--- src/rtl/spgd_step_ctrl.sv ---
`default_nettype none
// ------------------------------------------------------------------------
// Module  : spgd_step_ctrl
// Purpose : SPGD two-sided perturbation sequencer driving one DAC base code
// Revision: 1.0
// ------------------------------------------------------------------------
module spgd_step_ctrl #(
  parameter int FLOAT_WIDTH    = 64,
  parameter int DAC_WIDTH      = 14,
  parameter int SETTLE_WIDTH   = 16,
  parameter int BASE_INIT      = 8192,
  parameter int TIMEOUT_CYCLES = 65535
) (
  input  logic                    ADC_CLK,
  input  logic                    RST,
  input  logic                    START,
  input  logic [SETTLE_WIDTH-1:0] SETTLE_CYCLES,
  input  logic [DAC_WIDTH-1:0]    PERTURB,
  input  logic [5:0]              DELTA_SHIFT,
  input  logic                    ADC_DONE,
  input  logic [FLOAT_WIDTH-1:0]  ADC_METRIC,
  output logic                    ADC_ENABLE,
  output logic [DAC_WIDTH-1:0]    DAC_CODE_OUT,
  output logic                    BUSY,
  output logic                    STEP_DONE,
  output logic [31:0]             STEP_COUNT,
  output logic                    ERR
);

  localparam int WW = FLOAT_WIDTH + 2;
  localparam int TW = (TIMEOUT_CYCLES > 1) ? $clog2(TIMEOUT_CYCLES) : 1;

  localparam logic [2:0] S_IDLE     = 3'd0;
  localparam logic [2:0] S_APPLY_P  = 3'd1;
  localparam logic [2:0] S_SETTLE_P = 3'd2;
  localparam logic [2:0] S_MEAS_P   = 3'd3;
  localparam logic [2:0] S_APPLY_M  = 3'd4;
  localparam logic [2:0] S_SETTLE_M = 3'd5;
  localparam logic [2:0] S_MEAS_M   = 3'd6;
  localparam logic [2:0] S_UPDATE   = 3'd7;

  localparam logic [DAC_WIDTH-1:0] BASE_RST = DAC_WIDTH'(BASE_INIT);
  localparam logic signed [WW-1:0] CODE_MAX = {{(WW-DAC_WIDTH){1'b0}}, {DAC_WIDTH{1'b1}}};
  localparam logic [TW-1:0]        TMO_LAST = TW'(TIMEOUT_CYCLES - 1);

  logic [2:0]                    state;
  logic [DAC_WIDTH-1:0]          base;
  logic [DAC_WIDTH-1:0]          dac_code;
  logic [31:0]                   step_count;
  logic                          err;
  logic signed [FLOAT_WIDTH-1:0] j_p;
  logic signed [FLOAT_WIDTH-1:0] j_m;
  logic                          armed;
  logic [SETTLE_WIDTH-1:0]       settle_cnt;
  logic [TW-1:0]                 tmo_cnt;

  logic signed [WW-1:0]          base_w;
  logic signed [WW-1:0]          perturb_w;
  logic signed [FLOAT_WIDTH:0]   diff;
  logic signed [FLOAT_WIDTH:0]   delta;
  logic [DAC_WIDTH-1:0]          code_plus;
  logic [DAC_WIDTH-1:0]          code_minus;
  logic [DAC_WIDTH-1:0]          new_base;
  logic                          capture;

  // Operands are widened to FLOAT_WIDTH+2 so no sum or difference can wrap before clamping.
  function automatic logic [DAC_WIDTH-1:0] sat(input logic signed [WW-1:0] v);
    logic [DAC_WIDTH-1:0] r;
    if (v[WW-1])
      r = '0;
    else if (v > CODE_MAX)
      r = {DAC_WIDTH{1'b1}};
    else
      r = v[DAC_WIDTH-1:0];
    return r;
  endfunction

  always_comb begin
    base_w     = {{(WW-DAC_WIDTH){1'b0}}, base};
    perturb_w  = {{(WW-DAC_WIDTH){1'b0}}, PERTURB};
    diff       = {j_p[FLOAT_WIDTH-1], j_p} - {j_m[FLOAT_WIDTH-1], j_m};
    delta      = diff >>> DELTA_SHIFT;
    code_plus  = sat(base_w + perturb_w);
    code_minus = sat(base_w - perturb_w);
    new_base   = sat(base_w + {delta[FLOAT_WIDTH], delta});
    capture    = armed && ADC_DONE;
  end

  always_ff @(posedge ADC_CLK or posedge RST) begin
    if (RST) begin
      state      <= S_IDLE;
      base       <= BASE_RST;
      dac_code   <= BASE_RST;
      step_count <= '0;
      err        <= 1'b0;
      j_p        <= '0;
      j_m        <= '0;
      armed      <= 1'b0;
      settle_cnt <= '0;
      tmo_cnt    <= '0;
    end else begin
      case (state)
        S_IDLE: begin
          dac_code <= base;
          if (START)
            state <= S_APPLY_P;
        end
        S_APPLY_P, S_APPLY_M: begin
          dac_code   <= (state == S_APPLY_P) ? code_plus : code_minus;
          settle_cnt <= SETTLE_CYCLES;
          state      <= (state == S_APPLY_P) ? S_SETTLE_P : S_SETTLE_M;
        end
        S_SETTLE_P, S_SETTLE_M: begin
          if (settle_cnt == '0) begin
            tmo_cnt <= '0;
            armed   <= 1'b0;
            state   <= (state == S_SETTLE_P) ? S_MEAS_P : S_MEAS_M;
          end else begin
            settle_cnt <= settle_cnt - SETTLE_WIDTH'(1);
          end
        end
        S_MEAS_P, S_MEAS_M: begin
          // A DONE level is only trusted after it has been seen low in this measurement.
          if (capture) begin
            armed <= 1'b0;
            if (state == S_MEAS_P) begin
              j_p   <= ADC_METRIC;
              state <= S_APPLY_M;
            end else begin
              j_m   <= ADC_METRIC;
              state <= S_UPDATE;
            end
          end else if (tmo_cnt == TMO_LAST) begin
            err      <= 1'b1;
            armed    <= 1'b0;
            dac_code <= base;
            state    <= S_IDLE;
          end else begin
            tmo_cnt <= tmo_cnt + TW'(1);
            if (!ADC_DONE)
              armed <= 1'b1;
          end
        end
        S_UPDATE: begin
          base       <= new_base;
          dac_code   <= new_base;
          step_count <= step_count + 32'd1;
          state      <= START ? S_APPLY_P : S_IDLE;
        end
        default: state <= S_IDLE;
      endcase
    end
  end

  assign ADC_ENABLE   = (state == S_MEAS_P) || (state == S_MEAS_M);
  assign BUSY         = (state != S_IDLE);
  assign STEP_DONE    = (state == S_UPDATE);
  assign DAC_CODE_OUT = dac_code;
  assign STEP_COUNT   = step_count;
  assign ERR          = err;

endmodule
`default_nettype wire

--- config.mk ---
export PLATFORM = sky130hd
export DESIGN_NAME = spgd_step_ctrl
export DESIGN_NICKNAME = d
export VERILOG_FILES = /design/src/rtl/spgd_step_ctrl.sv
export SDC_FILE = /design/constraint.sdc
export NUM_CORES = 1
export LEC_CHECK = 0
export ABC_AREA = 1
export CORE_MARGIN = 4
export CORE_UTILIZATION = 26
export CTS_CLUSTER_SIZE = 14
export DETAILED_ROUTE_END_ITERATION = 10
export PLACE_DENSITY_LB_ADDON = 0.12
export REMOVE_ABC_BUFFERS = 1
export SYNTH_ARGS = -nofsm -noshare
export SYNTH_HDL_FRONTEND = slang
export SYNTH_SLANG_ARGS = --single-unit
export TNS_END_PERCENT = 30
--- constraint.sdc ---
create_clock -name ADC_CLK -period 9.4 [get_ports ADC_CLK]
set_input_delay 1.88 -clock ADC_CLK [delete_from_list [all_inputs] [get_ports ADC_CLK]]
set_output_delay 1.88 -clock ADC_CLK [all_outputs]
set_load 0.03 [all_outputs]
==> flow_metrics.tcl, run 1 <==
set metrics [dict create \
    tns_ps 0 \
    netlist_instances 4375 \
    max_freq_mhz 124.8 \
    fp.dieH_um 320.9 \
    clockBufferDepth 3 \
    clk_pin_slew_ps 50 \
    viasPerCell 4.698 \
    drive_above_1_share 0.08158 \
    synth-seq-area-share 0.2213 \
    synthArstFlopShare 1.000 \
    worstSetupEndpointType "flop" \
    wl_per_cell_um 17.06 \
    critPathArrivalTime_ps 8470 \
    area_delta_synth_final_pct 14.80 \
    core_mm2 0.09685 \
    min-delay-start "tmo_cnt[15]" \
    cp_slowest_cell "inv_2" \
    rows 114 \
    antenna_cells 0 \
    netlist_area_mm2 0.02546 \
    cp.required_ps 9860 \
    gp_congestion 0.9327 \
    ctsRootBufferMaster "clkbuf_16" \
    min_to "tmo_cnt[15]" \
    hold_path_class "flop to flop" \
    reg2regPathDepth 48 \
    status "finished clean" \
    drc_errors 0 \
    cp_common_cell "nand2_1" \
    worstHoldPathCells 1 \
    reg2reg_slack_ps 1550 \
    numClockSinks 225 \
    place_hpwl_mm 80.33 \
    post-route-min-period_ps 8015 \
    cellPowerDensity_mw_per_mm2 361.6 \
    cts.htree.levels 1 \
    critPathKind "input port to flop" \
    timing.rr.start "j_p[0]" \
    start_util 0.2629 \
    grt_pass1_wl_mm 153.2 \
    ir_worst_vdd_v 0.0001489 \
    path_max_fanout 49 \
    io_pins 154 \
    power_uw 10570 \
    setup_violations 0 \
    syn_area_per_cell_um2 5.819 \
    worstReg2RegEnd "base[4]" \
    die_x_um 320.9 \
    slew_violations 0 \
    ys_ff_latch 225 \
    cts_tree "yes" \
    critPathLaunchType "input port" \
    timing_hold_violations_final 0 \
    synth_edf_count 0 \
    skew_ps 25.51 \
    worst_pin_slew_ps 950.1 \
    clk_latency_ps 600 \
    grt_max_degree 117 \
    dieArea_mm2 0.1030 \
    io_buffer_count 153 \
    max_stage_delay_ps 640 \
    fin_crit_sh 0.8527 \
    yosys_warnings 0 \
    rsz0062_at_grt "false" \
    drt_iter0_drc 2176 \
    drt_pass1_iterations 6 \
    grt_pass1_vias 25900 \
    antenna_found_initial 1 \
    cts_hold_buf 0 \
    routed_wirelength_mm 98.09 \
    netlist-cell-type-count 57 \
    cts_made_buffers 28 \
    cts_setup_buffers 0 \
    grt-ovfl-total 0 \
    slew_headroom 0.3659 \
    track_usage 0.1867 \
    antenna_left 0 \
    power.leakage_uw 0.01541 \
    synth_top_flop_cell "dfrtp_1" \
    cts_resized 0 \
    cap_violations 0 \
    dr_total_vias 27010 \
    nNetsFinal 4671 \
]
critical path, delay by kind of cell:
| kind | cells | cell delay [ps] |
|---|---|---|
| mux | 1 | 250 |
| fa+ha+maj | 1 | 380 |
| buf+inv | 2 | 760 |
| compound gates | 11 | 2500 |
| simple gates | 20 | 2690 |
state kept, by name, summed over array words and instances, names as in the netlist:
name,count
DAC_CODE_OUT,14
ERR,1
STEP_COUNT,32
armed,1
base,14
j_m,64
j_p,64
settle_cnt,16
state,3
tmo_cnt,16
cell type report:
| class | instances | area (µm²) |
|---|---|---|
| fillers | 11050 | 67620 |
| flip-flops and latches | 225 | 5633 |
| clock buffers | 41 | 839.6 |
| multi-input cells | 3332 | 16650 |
| repair buffers | 188 | 1844 |
| inverters | 678 | 2555 |
| clock inverters | 10 | 110.1 |
| well taps | 1276 | 1597 |
cell families after synthesis:
family / share of synthesized area
simple gates: 0.4773
buf+inv: 0.1258
compound gates: 0.08714
flops: 0.2213
fa+ha+maj: 0.05721
xor+xnor: 0.02924
mux: 0.002015
layout by cell type, fill, tap and decap left out, drive strengths merged, types with 2 or more instances in the layout:
cell | Yosys | routed
and3 | 3 | 3
buf | 82 | 40
nor3 | 28 | 28
o21ai | 183 | 183
clkbuf | 58 | 41
fa | 4 | 4
nand4 | 45 | 45
dfrtp | 223 | 223
clkinv | 17 | 23
nand2 | 1632 | 1632
o21a | 3 | 3
o221ai | 5 | 5
mux2i | 4 | 4
a31oi | 17 | 17
and2 | 5 | 5
nor2 | 316 | 316
or2 | 4 | 4
clkdlybuf4s50 | 0 | 148
nand3b | 13 | 13
xnor2 | 26 | 26
o21bai | 12 | 12
a22oi | 2 | 2
a21oi | 124 | 124
a21o | 3 | 3
nor3b | 2 | 2
inv | 661 | 663
nand3 | 675 | 675
ha | 110 | 110
xor2 | 59 | 59
dfstp | 2 | 2
o311ai | 3 | 3
nor4 | 14 | 14
o31ai | 4 | 4
o211ai | 26 | 26
a31o | 7 | 7
Yosys cell counts, types with 4 or more instances:
cell,instances,area share
a31o_2,7,0.0024
nand3_2,53,0.021
and2_1,5,0.0012
o21ai_2,6,0.0021
nand2_2,84,0.021
fa_1,4,0.0031
mux2i_1,4,0.0016
dfrtp_1,223,0.22
o31ai_1,4,0.0012
o211ai_1,26,0.0077
o21ai_0,170,0.033
a21oi_2,10,0.0034
xor2_1,59,0.020
o21ai_1,7,0.0014
ha_1,110,0.054
nand2_1,1545,0.23
o221ai_1,5,0.0017
clkinv_1,15,0.0022
buf_1,21,0.0031
nor3_1,25,0.0049
o21bai_1,12,0.0035
inv_2,38,0.0056
xnor2_1,26,0.0089
nor2_1,260,0.038
nor4_1,13,0.0032
nor2_4,13,0.0058
a21oi_1,114,0.022
a31oi_1,17,0.0042
inv_1,623,0.092
nor2_2,42,0.010
nand3_1,621,0.12
buf_4,15,0.0044
clkbuf_1,57,0.0084
buf_2,44,0.0086
nand3b_1,13,0.0038
nand4_1,44,0.011
per-stage QoR:
stage	cell area [µm²]	hold slack (ps)	utilization	std cells	worst slack [ps]
after global routing	29230	488.1	0.3018	5750	729.7
after detailed placement	28280	453.6	0.2920	5699	765.9
after CTS	29230	463.3	0.3018	5750	1369
final	29230	459.4	0.3018	5750	1385
after floorplan	24800	432.0	-	4235	1360
after global placement	28280	457.8	0.2920	5699	766.4
where the power goes:
part	internal (µW)	switching [µW]	leakage, µW	total [µW]
clock network	647	463	0.000468	1110
registers	1360	239	0.00274	1600
logic	2430	5430	0.0122	7860
worst max-delay path by stage:
| stage | to | slack (ps) | from |
|---|---|---|---|
| 2_1_floorplan | DAC_CODE_OUT[0] | 1360 | RST |
| 3_3_place_gp | DAC_CODE_OUT[11] | 770 | DELTA_SHIFT[0] |
| 3_5_place_dp | base[3] | 770 | DELTA_SHIFT[0] |
| 4_1_cts | base[4] | 1370 | DELTA_SHIFT[0] |
| 5_1_grt | DAC_CODE_OUT[11] | 730 | DELTA_SHIFT[0] |
| 6_report | base[4] | 1380 | DELTA_SHIFT[0] |
metal layers:
| metal | track usage | share of wire |
|---|---|---|
| met5 | 0 | 0.000092 |
| met4 | 0.04078 | 0.021 |
| met3 | 0.01755 | 0.042 |
| met2 | 0.3020 | 0.45 |
| met1 | 0.2701 | 0.49 |
No activity file was read; power rests on OpenSTA's default activity.
==> inputs of run 2 (changes only) <==
- ABC_AREA: 1 -> not set
- SKIP_CTS_REPAIR_TIMING: not set -> 1
==> flow_metrics.tcl, run 2 <==
set metrics [dict create \
    status "finished clean" \
    placed_cells 4913 \
    netlist_area_mm2 0.02559 \
    die_x_um 321.7 \
    hold_ws_ps 471.1 \
    final_cell_mix "nand2_1 (414), buf_4 (334), nor2_1 (321)" \
    syn_area_per_cell_um2 7.583 \
    synth_top_area_frac 0.2181 \
    wl_per_cell_um 24.25 \
    cts_made_buffers 30 \
    worst_pin_slew_ps 1050 \
    grt_max_degree 117 \
    place_hpwl_mm 97.35 \
    drive_above_1_share 0.1814 \
    grt_pass1_wl_mm 181.8 \
    synth_top_area_cell "dfrtp_1" \
    gp_congestion 0.9806 \
    critPathArrivalTime_ps 9460 \
    dieArea_mm2 0.1035 \
    core_mm2 0.09714 \
    rows 114 \
    dr_total_vias 28070 \
    intPower_uw 5777 \
    grt_pass1_vias 27710 \
    netlist-cell-type-count 138 \
    start_util 0.2634 \
    yosysMostFrequentCell "nand2_1" \
    max_stage_delay_ps 550 \
    slew_violations 0 \
    pwr-share-seq 0.128 \
    fin_crit_sh 0.9545 \
    clk_pin_slew_ps 60 \
    synth-seq-area-share 0.2202 \
    synthArstFlopShare 1.000 \
    timing_hold_violations_final 0 \
    final_cells 4976 \
    setup_violations 0 \
    numClockSinks 225 \
    path_max_fanout 16 \
    slew_headroom 0.2975 \
    nNetsFinal 3896 \
    cellPowerDensity_mw_per_mm2 407.2 \
    power_frac_comb 0.782 \
    grt-ovfl-total 0 \
    post-route-min-period_ps 8972 \
    clk_latency_ps 610 \
    cap_violations 0 \
    ys_ff_latch 225 \
    yosys_warnings 0 \
    cp.required_ps 9890 \
    cts_tree "yes" \
    antenna_found_initial 2 \
    worstSetupEndpointType "flop" \
    final_common_cell "nand2_1" \
    antenna_left 0 \
    critPathLaunchType "flop" \
    ctsRootBufferMaster "clkbuf_16" \
    netlist_instances 3374 \
    synth_top_flop_cell "dfrtp_1" \
    cp_slowest_cell "a221oi_4" \
    ir_worst_vdd_v 0.0001457 \
    sw_frac_of_total 0.5473 \
    fin_util 0.3226 \
    drt_pass1_iterations 6 \
    synth_edf_count 0 \
    drc_errors 0 \
    power.leakage_uw 0.01275 \
    routed_wirelength_mm 120.7 \
    pwr-share-clk 0.089 \
    max_freq_mhz 111.5 \
    viasPerCell 5.640 \
    clockBufferDepth 3 \
    rsz0062_at_grt "false" \
    cts.htree.levels 1 \
    p_sw_uw 6984 \
    yosys-top-cells-count "nand2_1 (415), nor2_1 (327), a21oi_1 (290)" \
    area_delta_synth_final_pct 22.49 \
    io_pins 154 \
    skew_ps 16.27 \
    hold_path_class "flop to flop" \
    drt_iter0_drc 2395 \
    critPathKind "flop to flop" \
    track_usage 0.2255 \
    io_buffer_count 153 \
    synthTopCellsByArea "dfrtp_1 (22%), nand2_1 (6.1%), a21oi_1 (5.7%)" \
    fp.dieH_um 321.7 \
]
-- run 2: changes by cell type in the layout (fill, tap and decap cells not counted), moves of 86 or more --
cell     previous run  this run
inv_1             621       142
nand2_1          1545       414
buf_4              29       334
nand3_1           621        77
mux2_2              1        87
a21oi_1           114       279
-- run 2: final timing paths --
check | startpoint | end | slack [ps] | cells after the start
worst min register to register | STEP_COUNT[31] | STEP_COUNT[31] | 470 | 1
worst min-delay path | STEP_COUNT[31] | STEP_COUNT[31] | 470 | 1
min in group asynchronous | RST | STEP_COUNT[26] | 1790 | 2
worst max-delay path | j_p[10] | base[1] | 430 | 37
max in group asynchronous | RST | j_p[63] | 6410 | 3
worst max register to register | j_p[10] | base[1] | 430 | 37
-- run 2: cells by family after synthesis --
group	share of synthesized area
compound gates	0.3208
xor+xnor	0.03594
fa+ha+maj	0.05692
buf+inv	0.06802
flops	0.2202
mux	0.06528
simple gates	0.2328
-- run 2: per-layer routing --
| metal | up-vias | global-route usage | part of all wire |
|---|---|---|---|
| met3 | 249 | 0.02306 | 0.053 |
| met4 | 0 | 0.08825 | 0.047 |
| met1 | 13580 | 0.3096 | 0.45 |
| met5 | - | 0 | 0 |
| met2 | 999 | 0.3643 | 0.45 |
| li1 | 13240 | - | - |
-- run 2: area by class of cell --
| class | instances | area, µm² |
|---|---|---|
| fillers | 10620 | 65800 |
| diodes | 1 | 2.502 |
| flip-flops and latches | 225 | 5633 |
| inverters | 146 | 555.5 |
| multi-input cells | 2783 | 18480 |
| repair buffers | 492 | 4109 |
| well taps | 1276 | 1597 |
| clock inverters | 12 | 142.6 |
| clock buffers | 41 | 822.0 |
-- run 2: power groups by stage --
stage	Clock [µW]	Combinational, µW	Sequential [µW]
global route	1220	10800	1700
CTS	1180	9720	1640
global placement	0	9760	1660
finish	1140	9990	1640
floorplan	0	5790	1640
detailed placement	0	9680	1660
-- run 2: worst max-delay path: cells and delay by family (launching register included) --
family                   cells  cell delay, ps
AO/OA/AOI/OAI               17            3720
XOR/XNOR                     2             480
flip-flops                   1             380
multiplexers                 1             460
adder cells (fa/ha/maj)      2             710
AND/OR/NAND/NOR             10            2260
buffers and inverters        5             810
-- run 2: through the flow --
step           setup slack, ps  power, µW  setup TNS, ps  area, µm²
3_3_place_gp             117.8      11410              0      30080
5_1_grt                  31.82      13690              0      31340
6_report                 427.6      12760              0      31340
3_5_place_dp            -24.44      11340         -72.31      30080
4_1_cts                  127.7      12550              0      31050
2_1_floorplan            -1149       7423         -29440      24390
==> edit (settings of run 1) <==
The parameter `FLOAT_WIDTH` goes from 64 to 72.
--- a/src/rtl/spgd_step_ctrl.sv
+++ b/src/rtl/spgd_step_ctrl.sv
@@ -7,3 +7,3 @@
 module spgd_step_ctrl #(
-  parameter int FLOAT_WIDTH    = 64,
+  parameter int FLOAT_WIDTH    = 72,
   parameter int DAC_WIDTH      = 14,
Ports: changed (resized ADC_METRIC); port bits go from 154 to 162. The function was not compared with the original's and may differ.
==> edit against run 1 <==
Clock power is 4% higher; sequential power is 4% higher; cell area is 8.7% higher; routed wire length is 22% higher; worst hold slack better by 0.015 ns; synthesized area is 9.4% higher; critical path depth is 10 higher; largest cell class unchanged; power is 2.0% higher; worst setup slack worse by 0.28 ns; sequential cell count is 16 higher.
==> edit: results (changes against run 1) <==
- Status: finished clean
- Largest net degree at the start of global routing: 144 (+23%)
- Crit path to: DAC_CODE_OUT[0]
- Vias: 30700 (+14%)
- HPWL Detailed: 98200 um (+22%)
- Routability cong.: 0.954 (+2.3%)
- Cell variety after synth: 67 (+18%)
- Min-delay src: STEP_COUNT[31]
- Worst path max stage delay: 0.58 ns (-0.06 ns)
- Power Sequential: 1.67 mW (+4%)
- FF-to-FF path depth: 45 (-6.3%)
- I/O Buffers: 161 (+5.2%)
- Post-synthesis mux area share: 0.00476 (+0.00275)
- Synth top cells by count: nand2_1, nand3_1, inv_1, nor2_1, dfrtp_1
- Switching Fraction: 0.589 (+0.00868)
- Compound-Gate Fraction of Synth Area: 0.0927 (+0.00554)
- 1st-iter DRT viols: 2672 (+23%)
- Slowest CP cell: o21ai_0
- Post-Route WL: 120000 um (+22%)
- Initial antenna violation count: 2 (+1)
- Crit Path Max Fanout: 14 (-71%)
- Slew @ Worst Pin: 0.990 ns (+0.0404 ns)
- Sequential area share after synthesis: 0.217 (-0.00464)
- Clock skew: 0.0234 ns (-0.00213 ns)
- Layout cells sized above 1: 0.0681 (-0.0135)
- Worst EP arrival: 8.78 ns (+0.31 ns)
- Hold Path Sink: STEP_COUNT[31]
- GRT Total Usage: 0.207 (+0.0204)
- WHS: 0.474 ns (+0.0147 ns)
- Global-route wire length before repair: 181000 um (+18%)
- CTS buffer count: 30 (+7.1%)
- R2r setup slk: 1.11 ns (-0.44 ns)
- CP Launch Point: j_p[30]
- Synth Area in Adders: 0.0568 (-0.000424)
- Leakage power: 16.3 nW (+6.0%)
[edit: cell types whose count changed after synthesis, sizes merged, moves of 7 or more]
cell           run 1  this run
a21oi            124       156
clkbuf            58        70
dfrtp            223       239
ha               110       120
inv              661       600
mux2i              4        11
nand2           1632      1802
nand3            675       743
nor2             316       412
nor3              28        42
o211ai            26        19
o21ai            183       195
o21bai            12        33
xor2              59        72
[edit: worst max-delay path: cells and delay by family, from the launching register on]
| kind | cells | cell delay, ns |
|---|---|---|
| and+or+nand+nor | 32 | 4.17 |
| DFF | 1 | 0.39 |
| buffers and inverters | 2 | 0.34 |
| AOI/OAI and AO/OA | 9 | 2.53 |
| adders and majority gates | 2 | 0.71 |
[edit: kinds of logic (layout without fill, tap and decap cells)]
kind of cell    count (synthesis)  after routing
xor+xnor                      101            101
buf+inv                       769            851
fa+ha+maj                     124            124
flops                         241            241
other cells                     0              1
compound gates                454            454
mux                            13             13
simple gates                 3091           3091
[edit: cell type report]
class,instances,area (sq um)
fill,12200,74100
multi-input combinational,3783,18800
sequential,241,6030
inverter,611,2300
timing repair buffer,188,1890
tap,1391,1740
clock buffer,43,860
clock inverter,9,95.1
antenna,1,2.50
[edit: per-stage QoR]
stage	instances	power, mW	setup WS, ns	util	cell area, sq um
2_1_floorplan	4635	6.91	0.423	-	27100
3_3_place_gp	6214	9.56	0.873	0.291	30800
3_5_place_dp	6214	9.52	0.797	0.291	30800
4_1_cts	6266	10.7	1.21	0.300	31800
5_1_grt	6266	11.8	0.624	0.300	31800
6_report	6267	10.8	1.11	0.300	31800
[edit: layer usage]
layer | track usage | vias up | part of all wire
met4 | 0.0583 | 2 | 0.029
met5 | 0 | - | 0.00011
met2 | 0.326 | 772 | 0.44
met1 | 0.299 | 14300 | 0.48
met3 | 0.0214 | 139 | 0.051
li1 | - | 15500 | -
